===== config.mk =====
export PLATFORM = sky130hd
export DESIGN_NAME = rr_spill_arbiter
export DESIGN_NICKNAME = d
export VERILOG_FILES = /design/src/rtl/rr_spill_arbiter.sv
export SDC_FILE = /design/constraint.sdc
export NUM_CORES = 1
export LEC_CHECK = 0
export ABC_AREA = 1
export CORE_ASPECT_RATIO = 0.75
export CORE_MARGIN = 2
export CORE_UTILIZATION = 30
export CTS_BUF_LIST = sky130_fd_sc_hd__clkbuf_4 sky130_fd_sc_hd__clkbuf_8
export DETAILED_ROUTE_END_ITERATION = 10
export DONT_BUFFER_PORTS = 1
export GPL_ROUTABILITY_DRIVEN = 0
export SLEW_MARGIN = 20
export SYNTH_ARGS = -nofsm -noshare
export SYNTH_HDL_FRONTEND = slang
export SYNTH_SLANG_ARGS = --single-unit
export TNS_END_PERCENT = 50

===== constraint.sdc =====
create_clock -name clk_i -period 3.6 [get_ports clk_i]
set_clock_uncertainty 0.15 [all_clocks]
set_input_delay 0.36 -clock clk_i [delete_from_list [all_inputs] [get_ports clk_i]]
set_output_delay 0.36 -clock clk_i [all_outputs]
set_load 0.05 [all_outputs]

===== src/rtl/rr_spill_arbiter.sv =====
// Round-robin arbiter that pushes one requester beat per cycle into a two-entry
// spill FIFO; the FIFO registers drive the shared output stream.

module rr_spill_arbiter #(
    parameter int NumInp    = 4,
    parameter int DataWidth = 32,
    localparam int IdxWidth = (NumInp > 1) ? $clog2(NumInp) : 1
) (
    input  logic                          clk_i,
    input  logic                          rst_i,
    input  logic [NumInp-1:0]             inp_valid_i,
    output logic [NumInp-1:0]             inp_ready_o,
    input  logic [NumInp*DataWidth-1:0]   inp_data_i,
    output logic                          oup_valid_o,
    input  logic                          oup_ready_i,
    output logic [DataWidth-1:0]          oup_data_o,
    output logic [IdxWidth-1:0]           oup_idx_o
);

    localparam int unsigned NumU = NumInp;

    logic [1:0]           wr_ptr_r;
    logic [1:0]           rd_ptr_r;
    logic [IdxWidth-1:0]  rr_ptr_r;
    logic [DataWidth-1:0] mem_data_r [2];
    logic [IdxWidth-1:0]  mem_idx_r  [2];

    logic [1:0]           occupancy_s;
    logic                 full_s;
    logic                 empty_s;
    logic                 grant_found_s;
    logic [IdxWidth-1:0]  grant_idx_s;
    logic [DataWidth-1:0] grant_data_s;
    logic [IdxWidth-1:0]  rr_next_s;
    logic [NumInp-1:0]    ready_s;
    logic                 push_s;
    logic                 pop_s;

    function automatic logic [IdxWidth-1:0] wrap_add(
        input logic [IdxWidth-1:0] base,
        input int unsigned         off
    );
        int unsigned sum;
        int unsigned wrapped;
        sum = 32'(base) + off;
        if (sum >= NumU) begin
            wrapped = sum - NumU;
        end else begin
            wrapped = sum;
        end
        return wrapped[IdxWidth-1:0];
    endfunction

    assign occupancy_s = wr_ptr_r - rd_ptr_r;
    assign full_s      = (occupancy_s == 2'd2);
    assign empty_s     = (occupancy_s == 2'd0);

    // First valid requester at or after rr_ptr, wrapping around.
    always_comb begin
        grant_found_s = 1'b0;
        grant_idx_s   = '0;
        for (int unsigned k = 0; k < NumU; k++) begin
            if (!grant_found_s && inp_valid_i[wrap_add(rr_ptr_r, k)]) begin
                grant_found_s = 1'b1;
                grant_idx_s   = wrap_add(rr_ptr_r, k);
            end else begin
                grant_found_s = grant_found_s;
                grant_idx_s   = grant_idx_s;
            end
        end
    end

    // Full blocks the push even when a pop is pending, so ready never sees oup_ready_i.
    assign push_s       = grant_found_s && !full_s && !rst_i;
    assign pop_s        = !empty_s && oup_ready_i;
    assign grant_data_s = inp_data_i[32'(grant_idx_s) * 32'(DataWidth) +: DataWidth];

    // One-hot ready for the granted requester.
    always_comb begin
        ready_s = '0;
        if (push_s) begin
            ready_s[grant_idx_s] = 1'b1;
        end else begin
            ready_s = '0;
        end
    end

    // Priority moves just past the requester that was served.
    always_comb begin
        if (32'(grant_idx_s) == NumU - 32'd1) begin
            rr_next_s = '0;
        end else begin
            rr_next_s = grant_idx_s + IdxWidth'(1);
        end
    end

    // FIFO storage, pointers and round-robin state.
    always_ff @(posedge clk_i) begin
        if (rst_i) begin
            wr_ptr_r      <= 2'd0;
            rd_ptr_r      <= 2'd0;
            rr_ptr_r      <= '0;
            mem_data_r[0] <= '0;
            mem_data_r[1] <= '0;
            mem_idx_r[0]  <= '0;
            mem_idx_r[1]  <= '0;
        end else begin
            if (push_s) begin
                mem_data_r[wr_ptr_r[0]] <= grant_data_s;
                mem_idx_r[wr_ptr_r[0]]  <= grant_idx_s;
                wr_ptr_r                <= wr_ptr_r + 2'd1;
                rr_ptr_r                <= rr_next_s;
            end
            if (pop_s) begin
                rd_ptr_r <= rd_ptr_r + 2'd1;
            end
        end
    end

    assign inp_ready_o = ready_s;
    assign oup_valid_o = !empty_s;
    assign oup_data_o  = mem_data_r[rd_ptr_r[0]];
    assign oup_idx_o   = mem_idx_r[rd_ptr_r[0]];

    rr_spill_arbiter_chk #(
        .NumInp    (NumInp),
        .DataWidth (DataWidth),
        .IdxWidth  (IdxWidth)
    ) u_chk (
        .clk       (clk_i),
        .rst       (rst_i),
        .inp_valid (inp_valid_i),
        .inp_ready (ready_s),
        .inp_data  (inp_data_i),
        .oup_valid (!empty_s),
        .oup_ready (oup_ready_i),
        .oup_data  (mem_data_r[rd_ptr_r[0]]),
        .oup_idx   (mem_idx_r[rd_ptr_r[0]]),
        .occupancy (occupancy_s)
    );

endmodule

// Protocol and structural properties of rr_spill_arbiter, including the
// requester obligation to hold valid and data until accepted.
module rr_spill_arbiter_chk #(
    parameter int NumInp    = 4,
    parameter int DataWidth = 32,
    parameter int IdxWidth  = 2
) (
    input logic                        clk,
    input logic                        rst,
    input logic [NumInp-1:0]           inp_valid,
    input logic [NumInp-1:0]           inp_ready,
    input logic [NumInp*DataWidth-1:0] inp_data,
    input logic                        oup_valid,
    input logic                        oup_ready,
    input logic [DataWidth-1:0]        oup_data,
    input logic [IdxWidth-1:0]         oup_idx,
    input logic [1:0]                  occupancy
);

    a_ready_onehot: assert property (@(posedge clk) $onehot0(inp_ready));

    a_ready_needs_valid: assert property (@(posedge clk) (inp_ready & ~inp_valid) == '0);

    a_ready_low_in_reset: assert property (@(posedge clk) rst |-> (inp_ready == '0));

    a_occupancy_range: assert property (@(posedge clk) occupancy <= 2'd2);

    // A stalled output beat must not move or change.
    a_oup_hold: assert property (@(posedge clk) disable iff (rst)
        (oup_valid && !oup_ready) |=> (oup_valid && $stable(oup_data) && $stable(oup_idx)));

    for (genvar i = 0; i < NumInp; i++) begin : g_req
        a_req_hold: assert property (@(posedge clk) disable iff (rst)
            (inp_valid[i] && !inp_ready[i]) |=>
            (inp_valid[i] && $stable(inp_data[i*DataWidth +: DataWidth])));
    end

endmodule

# Word level (Yosys, flattened, before mapping)
# Memories as Yosys holds them, arrays and structs flattened. A register that Yosys moved wholly into a read port is not among the register bits.
# Cells that the tools add are included.
totals:
  memories: 2
  register_bits: 6
  in_bits: 135
  wordCells: 84
  output_inout_bits: 39
  mem_bits_rw: 68
memory_table:
  columns: ["memory", "words", "width", "rd", "rd_ports_with_merged_regs", "write_ports", "line", "source"]
  rows:
  - ["mem_data_r", 2, 32, 1, 1, 2, "25", "logic [DataWidth-1:0] mem_data_r [2];"]
  - ["mem_idx_r", 2, 2, 1, 1, 2, "26", "logic [IdxWidth-1:0] mem_idx_r [2];"]
classes:
  shift: 1
  add_sub_neg: 11
  mux: 39
  n_reduce_logical: 16
  order_cmp: 10
  eq_ne: 2
ops:
  columns: ["cell", "n"]
  rows:
  - ["128-bit by 8-bit variable part select with 32-bit output", 1]
  - ["32-bit 2-to-1 mux", 1]
  - ["32-bit OR reduction", 1]
  - ["1-bit 2-to-1 mux", 22]
  - ["2-bit 2-to-1 mux", 10]
  - ["2-bit by 3-bit < comparator with 1-bit output (second input constant)", 5]
  - ["3-bit greater-or-equal comparator (second input constant)", 3]
  - ["1-bit binary-select mux with 2-bit select", 4]
  - ["2-bit by 1-bit subtractor with 2-bit output (second input constant)", 4]
  - ["1-bit logical AND", 7]
  - ["2-bit by 1-bit adder with 2-bit output (second input constant)", 3]
  - ["2-bit by 2-bit adder with 3-bit output (second input constant)", 2]
  - ["1-bit logical NOT", 6]
  - ["2-bit equality test (second input constant)", 2]
  - ["4-bit 2-to-1 mux", 1]
  - ["2-bit by 1-bit adder with 3-bit output (second input constant)", 1]
  - ["2-bit by 3-bit greater-or-equal comparator with 1-bit output (second input constant)", 1]
  - ["1-bit demux with 2-bit select", 1]
  - ["2-bit by 1-bit greater-or-equal comparator with 1-bit output (second input constant)", 1]
  - ["2-bit logical NOT", 1]
  - ["2-bit OR reduction", 1]
  - ["2-bit subtractor", 1]

# Depth between registers and ports, before layout
# Gate-level depths: netlist of the first run.
depth:
  depth_word: 21
  depth_mapped: 15
  mapped_depth_nobuf: 13

# Least setup slack after synthesis of the first run
# Ideal clock, no wire load.
synth_path:
  kind: "reg-to-reg"
  startpoint: "register rr_ptr_r[0]"
  endpoint: "memory mem_data_r[0][0], enable pin"
  path_stages_with_launch: 12
  n_path_buf: 2
  required_time_ns: 2.958
  t_arrival_ns: 2.072
  setup_ns: 0.492
  period_less_slack_ns: 2.714
  setup_slack_ns: 0.886
  cell_sequence: "dfxtp_1 -> buf_4 -> nand2_1 -> nand3_1 -> nand2_1 -> nor2_4 -> nand3_2 -> nand2_2 -> inv_1 -> nand2_2 -> buf_2 -> nand2_1"
synth_rtl:
  columns: ["item", "line", "source"]
  rows:
  - ["start: declaration", "24", "logic [IdxWidth-1:0] rr_ptr_r;"]
  - ["start signal: assignment", "112", "rr_ptr_r <= rr_next_s;"]
  - ["end: declaration", "25", null]

# Worst setup path after layout of the first run
layout_path:
  startpoint: "register rr_ptr_r[0]"
  endpoint: "output port inp_ready_o[2]"
layout_between:
  elab_chain_len: 19
  elab_cells_between_ends: 45
  cone_classes: "7 x add/sub; 6 x order compare; 23 x mux; 9 x reduce/logical"
layout_rtl:
  columns: ["item", "line", "source"]
  rows:
  - ["parallel branches: the longest is 18 deep, another holds 2-bit by 1-bit adder with 3-bit output", null, null]
  - ["4-bit 2-to-1 mux *", "81", "if (push_s) begin"]
  - ["end: declaration", "12", "output logic [NumInp-1:0] inp_ready_o,"]
# Every way passes the cells marked *. The select of a mux whose other input is x is not followed.

==> impl_summary.log, run 1 <==
INFO  metric max_slew.worst_pin.slew = ~900 ps
INFO  metric wirelength_met1 = approximately 6000 um
INFO  metric io_buffer_count = 0
INFO  metric initial_antenna_violation_count = 1
INFO  metric die_extent_in_x = 148 um
INFO  metric post-place-cells = around 730
INFO  metric ys_ff_latch = 75
INFO  metric cts_setup_buffers = 0
INFO  metric cts.hold.buffers_added = 0
INFO  metric final_cell_utilization_of_the_core = approximately 33%
INFO  metric crit-reg2reg-launch = rr_ptr_r[0]
INFO  metric syn-instance-count = between 500 and 600
INFO  metric hold_class = input port to flip-flop
INFO  metric dr_wl_met3 = between 1000 and 1500 um
INFO  metric worst-setup-path-type = flip-flop to primary output
INFO  metric crit_fanout = 13
INFO  metric final_nets = roughly 670
INFO  metric grt_usage = between 10% and 20%
INFO  metric cts_tree = built
INFO  metric clock_tree.buffer_depth = 2
INFO  metric number_of_distinct_library_cells_after_synthesis = 21
INFO  metric unrepaired_setup_endpoints_after_global_routing = false
INFO  metric core-area = roughly 15,000 um2
INFO  metric worst_hold_slack = just over 90 ps
INFO  metric pin_count = 174
INFO  metric die-area = approximately 17,000 um2
INFO  metric crit_path_start_kind = flip-flop
INFO  metric cts.sink_count = 75
INFO  metric initial_core_util = 30.6%
INFO  metric synth_nets = slightly below 700
INFO  metric cp_data_arrival_time = roughly 2900 ps
INFO  metric drt-pass1-iter-count = 5
INFO  metric drt_wl_total = approximately 14,000 um
INFO  metric timing.final.hold_violations = 0
INFO  metric drive_gt1_share = 15.0%
INFO  metric slew_violations = 0
INFO  metric mostFrequentLayoutCell = nand2_1
INFO  metric total_cts_buffers = 9
INFO  metric drt-vias-per-instance = 5.44
INFO  metric period_needed = approximately 3400 ps
INFO  metric die_height = 112 um
INFO  metric worst_setup_path_startpoint = rr_ptr_r[0]
INFO  metric status = finished, final reports clean
INFO  metric area_growth = 7.57%
INFO  metric topRoutingLayerUsed = met5
INFO  metric post-route-period-util = between 90% and 100%
INFO  metric post_layout_nonfiller_instances = approximately 750
INFO  metric maxSlewHeadroom = about two fifths
INFO  metric global_route_wire_length_before_repair = 21,300 um
INFO  metric grt.overflow.total = 0
INFO  metric placement_rows = 39
INFO  metric synth-seq-area-share = between 40% and 50%
INFO  metric hold_path_startpoint = rst_i
INFO  metric setup_viol = 0
INFO  metric netlist_area = about 4700 um2
INFO  metric critical_path.endpoint_type = primary output
INFO  metric critical_path_required = around 3100 ps
INFO  metric mostFrequentLayoutCells = nand2_1, nor2_1, nand3_1
INFO  metric dpl.hpwl = around 9400 um
INFO  metric post_cts.resized_instances = 0
INFO  metric drc = 0
INFO  metric route.met2.wl = ~6600 um
INFO  metric drtAntennaViolNets = 0
INFO  metric setup_tns = 0 ps
INFO  metric grt_pass1_vias = 3,867
INFO  metric pin_count_of_the_biggest_net_entering_global_routing = 65
INFO  metric routed-via-count = 4,056
INFO  metric htreeDepth = 3
INFO  metric count_of_antenna_diodes_in_the_layout = 0
INFO  metric avgSynthCellArea = around 8.4 um2
INFO  metric yosysWarningCount = 0
INFO  metric clkSlewWorstSetupHoldPaths = around 80 ps
INFO  metric detail_route.wl_per_cell = approximately 19 um
INFO  metric worst_skew_pair.late_latency = approximately 340 ps
INFO  metric max_freq = just under 300 MHz
INFO  metric drtIter0Drc = approximately 200
INFO  metric maxCapViolCount = 0
INFO  metric root_buffer_cell = clkbuf_8
==> per-layer routing <==
| layer | GRT usage [%] | vias to the layer above |
|---|---|---|
| li1 | - | 1886 |
| met2 | 28.3 | 205 |
| met5 | 0 | - |
| met1 | 20.4 | 1928 |
| met3 | 6.11 | 35 |
| met4 | 5.33 | 2 |
==> Yosys cell counts (all sizes together) <==
master	number	area share, %
a21oi	8	0.86
buf	41	5.1
clkbuf	4	0.32
dfxtp	7	3.0
edfxtp	68	44
ha	4	1.1
inv	23	1.9
mux2	34	8.2
nand2	142	12
nand3	74	8.2
nand4	64	8.6
nor2	77	6.4
o21ai	5	0.54
xnor2	1	0.19
xor2	1	0.19
==> registers in the layout (all words and copies together) (netlist names), named ones only <==
name	flops
mem_data_r	64
mem_idx_r	4
wr_ptr_r	2
rr_ptr_r	2
rd_ptr_r	2
==> cells by family after synthesis <==
family | after synthesis | synth area share (%)
xor+xnor | 2 | 0.376
mux | 34 | 8.22
buf+inv | 68 | 7.25
compound gates | 13 | 1.40
fa+ha+maj | 4 | 1.07
flops | 75 | 46.8
simple gates | 357 | 34.8
==> critical path: stages (launching register included) <==
cell and delay (ps):
dfxtp_2 480, inv_2 140, nand2_1 100, nand2_2 80, nand2_1 130, nand2_1 110, nor2_4 130, nand3_1 90
nand3_1 110, nand2_2 220, inv_2 310, ha_1 220, inv_1 40, nor2_1 110, buf_4 210
==> per-stage QoR <==
step	cell area (um2)	worst slack (ps)
5_1_grt	5010	35.0
6_report	5010	237
3_3_place_gp	4810	722
4_1_cts	5000	40.1
2_1_floorplan	4660	886
3_5_place_dp	4810	444
==> final timing paths <==
path	slack, ps	depth (start not counted)	end
worst max-delay path	240	14	inp_ready_o[2]
worst max register to register	590	14	mem_data_r[1][17]
worst min register to register	340	2	rd_ptr_r[1]
worst min-delay path	90	2	rr_ptr_r[0]
==> final cells by class <==
type / count / area, um2
clock buffer: 11 / 139
clock inverter: 5 / 53.8
fill: 1593 / 10200
inverter: 23 / 86.3
multi-input combinational: 410 / 2160
sequential: 75 / 2180
tap: 205 / 256
timing repair buffer: 16 / 133
Power of run 1 is left out: the tool's default activity adds up to more than one toggle a clock period on the data nets, which glitch-free logic cannot reach.
==> inputs of run 2 (changes only) <==
--- a/config.mk
+++ b/config.mk
@@ -8,11 +8,12 @@
 export ABC_AREA = 1
 export CORE_ASPECT_RATIO = 0.75
 export CORE_MARGIN = 2
-export CORE_UTILIZATION = 30
+export CORE_UTILIZATION = 66
 export CTS_BUF_LIST = sky130_fd_sc_hd__clkbuf_4 sky130_fd_sc_hd__clkbuf_8
 export DETAILED_ROUTE_END_ITERATION = 10
 export DONT_BUFFER_PORTS = 1
 export GPL_ROUTABILITY_DRIVEN = 0
+export PLACE_DENSITY = 0.82
 export SLEW_MARGIN = 20
 export SYNTH_ARGS = -nofsm -noshare
 export SYNTH_HDL_FRONTEND = slang
==> run 2 against run 1 <==
Worst setup slack better by 81 ps. Critical path type unchanged. Non-clock buffer count grew 2. Final cell count decreased by 16%. Global-route usage grew 14 points. Cell area down 3.0%. Wire length decreased by 14%. Highest routed layer is now met4. Worst hold slack better by 32 ps.
==> impl_summary.log, run 2 (synthesized netlist as in run 1, its figures left out) <==
INFO  metric largest_register_ff_count = 64
INFO  metric maxCapViolCount = 0
INFO  metric fillers = 550
INFO  metric pin_count = approximately 170
INFO  metric max_flop_register = mem_data_r
INFO  metric count_of_antenna_diodes_in_the_layout = 0
INFO  metric detailed_place.area = 4660 um2
INFO  metric grt_usage = a little over 30%
INFO  metric global_route_wire_length_before_repair = between 15,000 and 20,000 um
INFO  metric critical_path.reg2reg.endpoint = mem_data_r[1][10]
INFO  metric drive_gt1_share = between 10% and 20%
INFO  metric cell_repeated_most_along_the_worst_path = nand2_1
INFO  metric cts.hold.buffers_added = 0
INFO  metric htreeDepth = 3
INFO  metric min_path_cells = 3
INFO  metric grt_pass1_vias = around 3,700
INFO  metric crit_path_start_kind = flip-flop
INFO  metric hold_class = input port to flip-flop
INFO  metric detail_route.wl_per_cell = approximately 19 um
INFO  metric die-area = roughly 7800 um2
INFO  metric unrepaired_setup_endpoints_after_global_routing = false
INFO  metric io_buffer_count = 0
INFO  metric slowest_stage = dfxtp_2
INFO  metric slew_violations = 0
INFO  metric critical_path_required = 3090 ps
INFO  metric critical_path.max_stage_delay = 470 ps
INFO  metric cts_tree = built
INFO  metric setup_tns = 0 ps
INFO  metric drc = 0
INFO  metric drt_wl_total = 12,200 um
INFO  metric maxSlewHeadroom = approximately 44%
INFO  metric hold_path_startpoint = oup_ready_i
INFO  metric die_extent_in_x = roughly 100 um
INFO  metric max_slew.worst_pin.slew = approximately 840 ps
INFO  metric mostFrequentLayoutCells = nand2_1, nor2_1, nand3_1
INFO  metric total_cts_buffers = 9
INFO  metric period_needed = between 3000 and 4000 ps
INFO  metric crit_fanout = 19
INFO  metric grt.overflow.total = 0
INFO  metric max_freq = around 300 MHz
INFO  metric status = finished, final reports clean
INFO  metric cp_cell_sequence = inv_2, nand2_1, nand2_2, nand2_1, nand2_1, nor2_4, nand3_1, nand3_1, nand2_2, inv_4, ha_1, inv_1, nor2_1, buf_4
INFO  metric use_met1 = between 30% and 40%
INFO  metric critical_path.endpoint_type = primary output
INFO  metric layout.area.seq = about 2200 um2
INFO  metric multiInputGateArea = ~2100 um2
INFO  metric grt_busiest_layer = met2
INFO  metric core-area = roughly 6800 um2
INFO  metric clock_tree.buffer_depth = 2
INFO  metric drt-pass1-iter-count = 5
INFO  metric setup_viol = 0
INFO  metric cp_data_arrival_time = approximately 2800 ps
INFO  metric cts.sink_count = 75
INFO  metric worst_setup_path_startpoint = rr_ptr_r[0]
INFO  metric post-route-period-util = roughly 91%
INFO  metric drtAntennaViolNets = 0
INFO  metric root_buffer_cell = clkbuf_8
INFO  metric layout_setup_ws = 318 ps
INFO  metric routed-via-count = 4,028
INFO  metric clkSlewWorstSetupHoldPaths = about 80 ps
INFO  metric top_registers = mem_data_r: 64 flops, mem_idx_r: 4 flops
INFO  metric die_height = 76.8 um
INFO  metric timing.final.hold_violations = 0
INFO  metric worst_hold_slack = 123 ps
INFO  metric final_nets = 676
INFO  metric crit-reg2reg-launch = rr_ptr_r[0]
INFO  metric drt-vias-per-instance = around 6.4
INFO  metric initial_antenna_violation_count = 0
INFO  metric worst-setup-path-type = flip-flop to primary output
INFO  metric initial_core_util = between 60% and 70%
INFO  metric pin_count_of_the_biggest_net_entering_global_routing = 65
INFO  metric stdcell_area = roughly 4900 um2
INFO  metric placement.setup.worst_slack = approximately 480 ps
INFO  metric area_growth = 4.38%
INFO  metric drtIter0Drc = around 330
INFO  metric r2r_cells = 14
INFO  metric use_met3 = between 10% and 20%
INFO  metric ff2ff_setup_slack = around 750 ps
INFO  metric worst_skew_pair.late_latency = about 350 ps
INFO  metric mostFrequentLayoutCell = nand2_1
INFO  metric placement_rows = 26
INFO  metric globalRouteMet2Util = slightly above 50%
INFO  metric dpl.hpwl = roughly 8400 um
==> run 2: changes by cell type in the layout (fill, tap and decap cells not counted), moves of 2 or more <==
cell	change
buf_4	+3
nand2_2	-2
nand2_1	+2
clkbuf_4	-2
clkinvlp_4	+3
clkinv_1	-2
==> run 2: area by class of cell <==
class / instances / share of cell area [%]
multi-input cells: 410 / 44.1
inverters: 23 / 1.83
clock buffers: 10 / 2.83
well taps: 84 / 2.16
repair buffers: 18 / 2.78
flip-flops and latches: 75 / 44.9
clock inverters: 6 / 1.34
==> run 2: routing by layer <==
metal  up-vias  part of all wire, %  wire (um)
met1      1846                   38       4680
met2       264                   47       5750
met4         0                  1.8        223
met5         -                    0          0
met3        30                   12       1510
li1       1888                    -          -
==> run 2: repair_timing <==
item,in CTS,in global routing
endpoints found under the setup margin,0,2
resized for setup,0,3
setup buffers,0,0
==> run 2: how the worst max path moves through the flow <==
stage | end | cells after the start
after floorplan | mem_data_r[0][0] | 11
after global routing | inp_ready_o[2] | 14
after global placement | inp_ready_o[3] | 14
after CTS | inp_ready_o[2] | 14
after detailed placement | inp_ready_o[2] | 14
final | inp_ready_o[3] | 14
==> run 2: metrics by stage <==
| stage | util (%) | cells |
|---|---|---|
| 3_5_place_dp | 68.2 | 610 |
| 4_1_cts | 71.1 | 626 |
| 2_1_floorplan | - | 553 |
| 5_1_grt | 71.2 | 626 |
| 3_3_place_gp | 68.2 | 610 |
| 6_report | 71.2 | 626 |
==> run 2: worst max-delay path, delay by kind of cell, from the launching register on <==
kind | cells | cell delay (ps)
and+or+nand+nor | 9 | 1080
buffers and inverters | 4 | 680
DFF | 1 | 470
adders and majority gates | 1 | 180
Power of run 2 is left out for the same reason.
==> inputs of run 3 (changes only) <==
--- a/config.mk
+++ b/config.mk
@@ -10,6 +10,7 @@
 export CORE_MARGIN = 2
 export CORE_UTILIZATION = 66
 export CTS_BUF_LIST = sky130_fd_sc_hd__clkbuf_4 sky130_fd_sc_hd__clkbuf_8
+export CTS_CLUSTER_DIAMETER = 60
 export DETAILED_ROUTE_END_ITERATION = 10
 export DONT_BUFFER_PORTS = 1
 export GPL_ROUTABILITY_DRIVEN = 0
==> constraint.sdc (replaced) <==
create_clock -name clk_i -period 3.6 [get_ports clk_i]
set_clock_uncertainty 0.15 [all_clocks]
set_input_delay 0.18 -clock clk_i [delete_from_list [all_inputs] [get_ports clk_i]]
set_output_delay 0.18 -clock clk_i [all_outputs]
set_load 0.05 [all_outputs]
==> run 3 against run 2 <==
Cell area increased by 0.31%. First-iteration DRC count decreased by 14%. Sequential share of layout area is 0.16 points lower. Largest cell class unchanged.
==> impl_summary.log, run 3 (synthesized netlist as in run 1, its figures left out) <==
INFO  metric hold_class = input port to flip-flop
INFO  metric setup_viol = 0
INFO  metric crit_path_start_kind = flip-flop
INFO  metric timing.final.hold_violations = 0
INFO  metric cts.hold.buffers_added = 3
INFO  metric post-route-period-util = approximately 92%
INFO  metric core-area = just under 7000 um2
INFO  metric min_path_cells = 4
INFO  metric layout.area.seq = 2180 um2
INFO  metric cts_setup_buffers = 0
INFO  metric grt_pass1_vias = approximately 3,800
INFO  metric largest_register_ff_count = 64
INFO  metric initial_antenna_violation_count = 0
INFO  metric critical_path.reg2reg.endpoint = mem_data_r[1][10]
INFO  metric routed-via-count = roughly 4,000
INFO  metric global_route_wire_length_before_repair = about 19,000 um
INFO  metric multiInputGateArea = 2150 um2
INFO  metric slowest_stage = dfxtp_1
INFO  metric detail_route.wl_per_cell = 18.5 um
INFO  metric io_buffer_count = 0
INFO  metric maxCapViolCount = 0
INFO  metric cp_cell_sequence = inv_2, nand2_1, nand2_2, nand2_1, nand2_1, nor2_4, nand3_1, nand3_1, nand2_2, inv_2, ha_1, inv_1, nor2_1, buf_4
INFO  metric critical_path.max_stage_delay = between 500 and 600 ps
INFO  metric pin_count_of_the_biggest_net_entering_global_routing = 65
INFO  metric period_needed = around 3300 ps
INFO  metric grt.overflow.total = 0
INFO  metric crit_fanout = 34
INFO  metric clkSlewWorstSetupHoldPaths = 80 ps
INFO  metric crit-reg2reg-launch = rr_ptr_r[0]
INFO  metric total_cts_buffers = 9
INFO  metric drt-vias-per-instance = 6.43
INFO  metric status = finished, final reports clean
INFO  metric root_buffer_cell = clkbuf_8
INFO  metric grt_usage = 30.6%
INFO  metric cell_repeated_most_along_the_worst_path = nand2_1
INFO  metric clock_tree.buffer_depth = 2
INFO  metric hold_path_startpoint = inp_data_i[5]
INFO  metric count_of_antenna_diodes_in_the_layout = 0
INFO  metric r2r_cells = 12
INFO  metric drc = 0
INFO  metric worst_skew_pair.late_latency = 350 ps
INFO  metric setup_tns = 0 ps
INFO  metric die_extent_in_x = 101 um
INFO  metric max_freq = between 300 and 400 MHz
INFO  metric ff2ff_setup_slack = about 630 ps
INFO  metric mostFrequentLayoutCell = nand2_1
INFO  metric dpl.hpwl = slightly below 8000 um
INFO  metric worstHoldEndpoint = mem_data_r[1][5]
INFO  metric drt_wl_total = approximately 12,000 um
INFO  metric die_height = 76.8 um
INFO  metric grt_busiest_layer = met2
INFO  metric cts.sink_count = between 70 and 80
INFO  metric cp_data_arrival_time = between 2000 and 3000 ps
INFO  metric unrepaired_setup_endpoints_after_global_routing = false
INFO  metric cts_tree = built
INFO  metric globalRouteMet2Util = between 40% and 50%
INFO  metric worst-setup-path-type = flip-flop to primary output
INFO  metric die-area = between 7000 and 8000 um2
INFO  metric placement_rows = 26
INFO  metric area_growth = 4.70%
INFO  metric initial_core_util = 68.2%
INFO  metric pin_count = around 170
INFO  metric post_cts.resized_instances = 0
INFO  metric mostFrequentLayoutCells = nand2_1, nor2_1, nand3_1
INFO  metric drive_gt1_share = 14.7%
INFO  metric post-place-cells = 608
INFO  metric top_registers = mem_data_r: 64 flops, mem_idx_r: 4 flops
INFO  metric max_flop_register = mem_data_r
INFO  metric drtIter0Drc = 280
INFO  metric htreeDepth = 3
INFO  metric use_met3 = under 10%
INFO  metric use_met1 = between 30% and 40%
INFO  metric drtAntennaViolNets = 0
INFO  metric post_layout_nonfiller_instances = around 630
INFO  metric final_nets = 677
INFO  metric drt-pass1-iter-count = 5
INFO  metric max_slew.worst_pin.slew = ~840 ps
INFO  metric fillers = approximately 550
INFO  metric maxSlewHeadroom = 44.2%
INFO  metric critical_path.endpoint_type = primary output
INFO  metric critical_path_required = 3270 ps
INFO  metric slew_violations = 0
run 3: cell types whose count changed in the layout (fill, tap and decap cells not counted), sizes merged:
cell / change
buf: -2
clkbuf: +1
clkinv: -1
clkinvlp: -1
dlygate4sd3: +3
inv: +1
run 3: cell type report:
class                      count  share of cell area [%]
clock buffer                  11                    2.98
tap                           84                    2.15
clock inverter                 5                    1.26
sequential                    75                    44.8
multi-input combinational    410                    44.0
timing repair buffer          19                    3.08
inverter                      23                    1.77
run 3: per-stage QoR:
step                      hold WS, ps  worst slack (ps)  cell area, um2  utilization [%]
after floorplan                   224               886            4660                -
after global placement            276               830            4640             67.9
after detailed placement          269               714            4640             67.9
after CTS                        14.3               349            4880             71.4
after global routing             42.3              60.7            4880             71.4
final                            24.1               294            4880             71.4
run 3: critical path: cells and delay by family (launching register included):
kind	cells	cell delay, ps
fa+ha+maj	1	270
buf+inv	4	890
flops	1	590
simple gates	9	890
run 3: per-layer routing:
layer,up-vias,share of wire (%)
met5,-,0
met4,0,1.7
met3,21,10
met2,217,47
met1,1899,41
li1,1894,-
run 3: how the worst max path moves through the flow:
stage	cells past startpoint	slack (ps)	from	to
floorplan	11	890	rr_ptr_r[0]	mem_data_r[0][0]
global placement	12	830	rr_ptr_r[0]	mem_data_r[0][26]
detailed placement	13	710	rr_ptr_r[0]	mem_data_r[1][8]
CTS	14	350	rr_ptr_r[0]	inp_ready_o[3]
global route	14	60	rr_ptr_r[0]	inp_ready_o[3]
finish	14	290	rr_ptr_r[0]	inp_ready_o[3]
Power of run 3 is left out for the same reason.
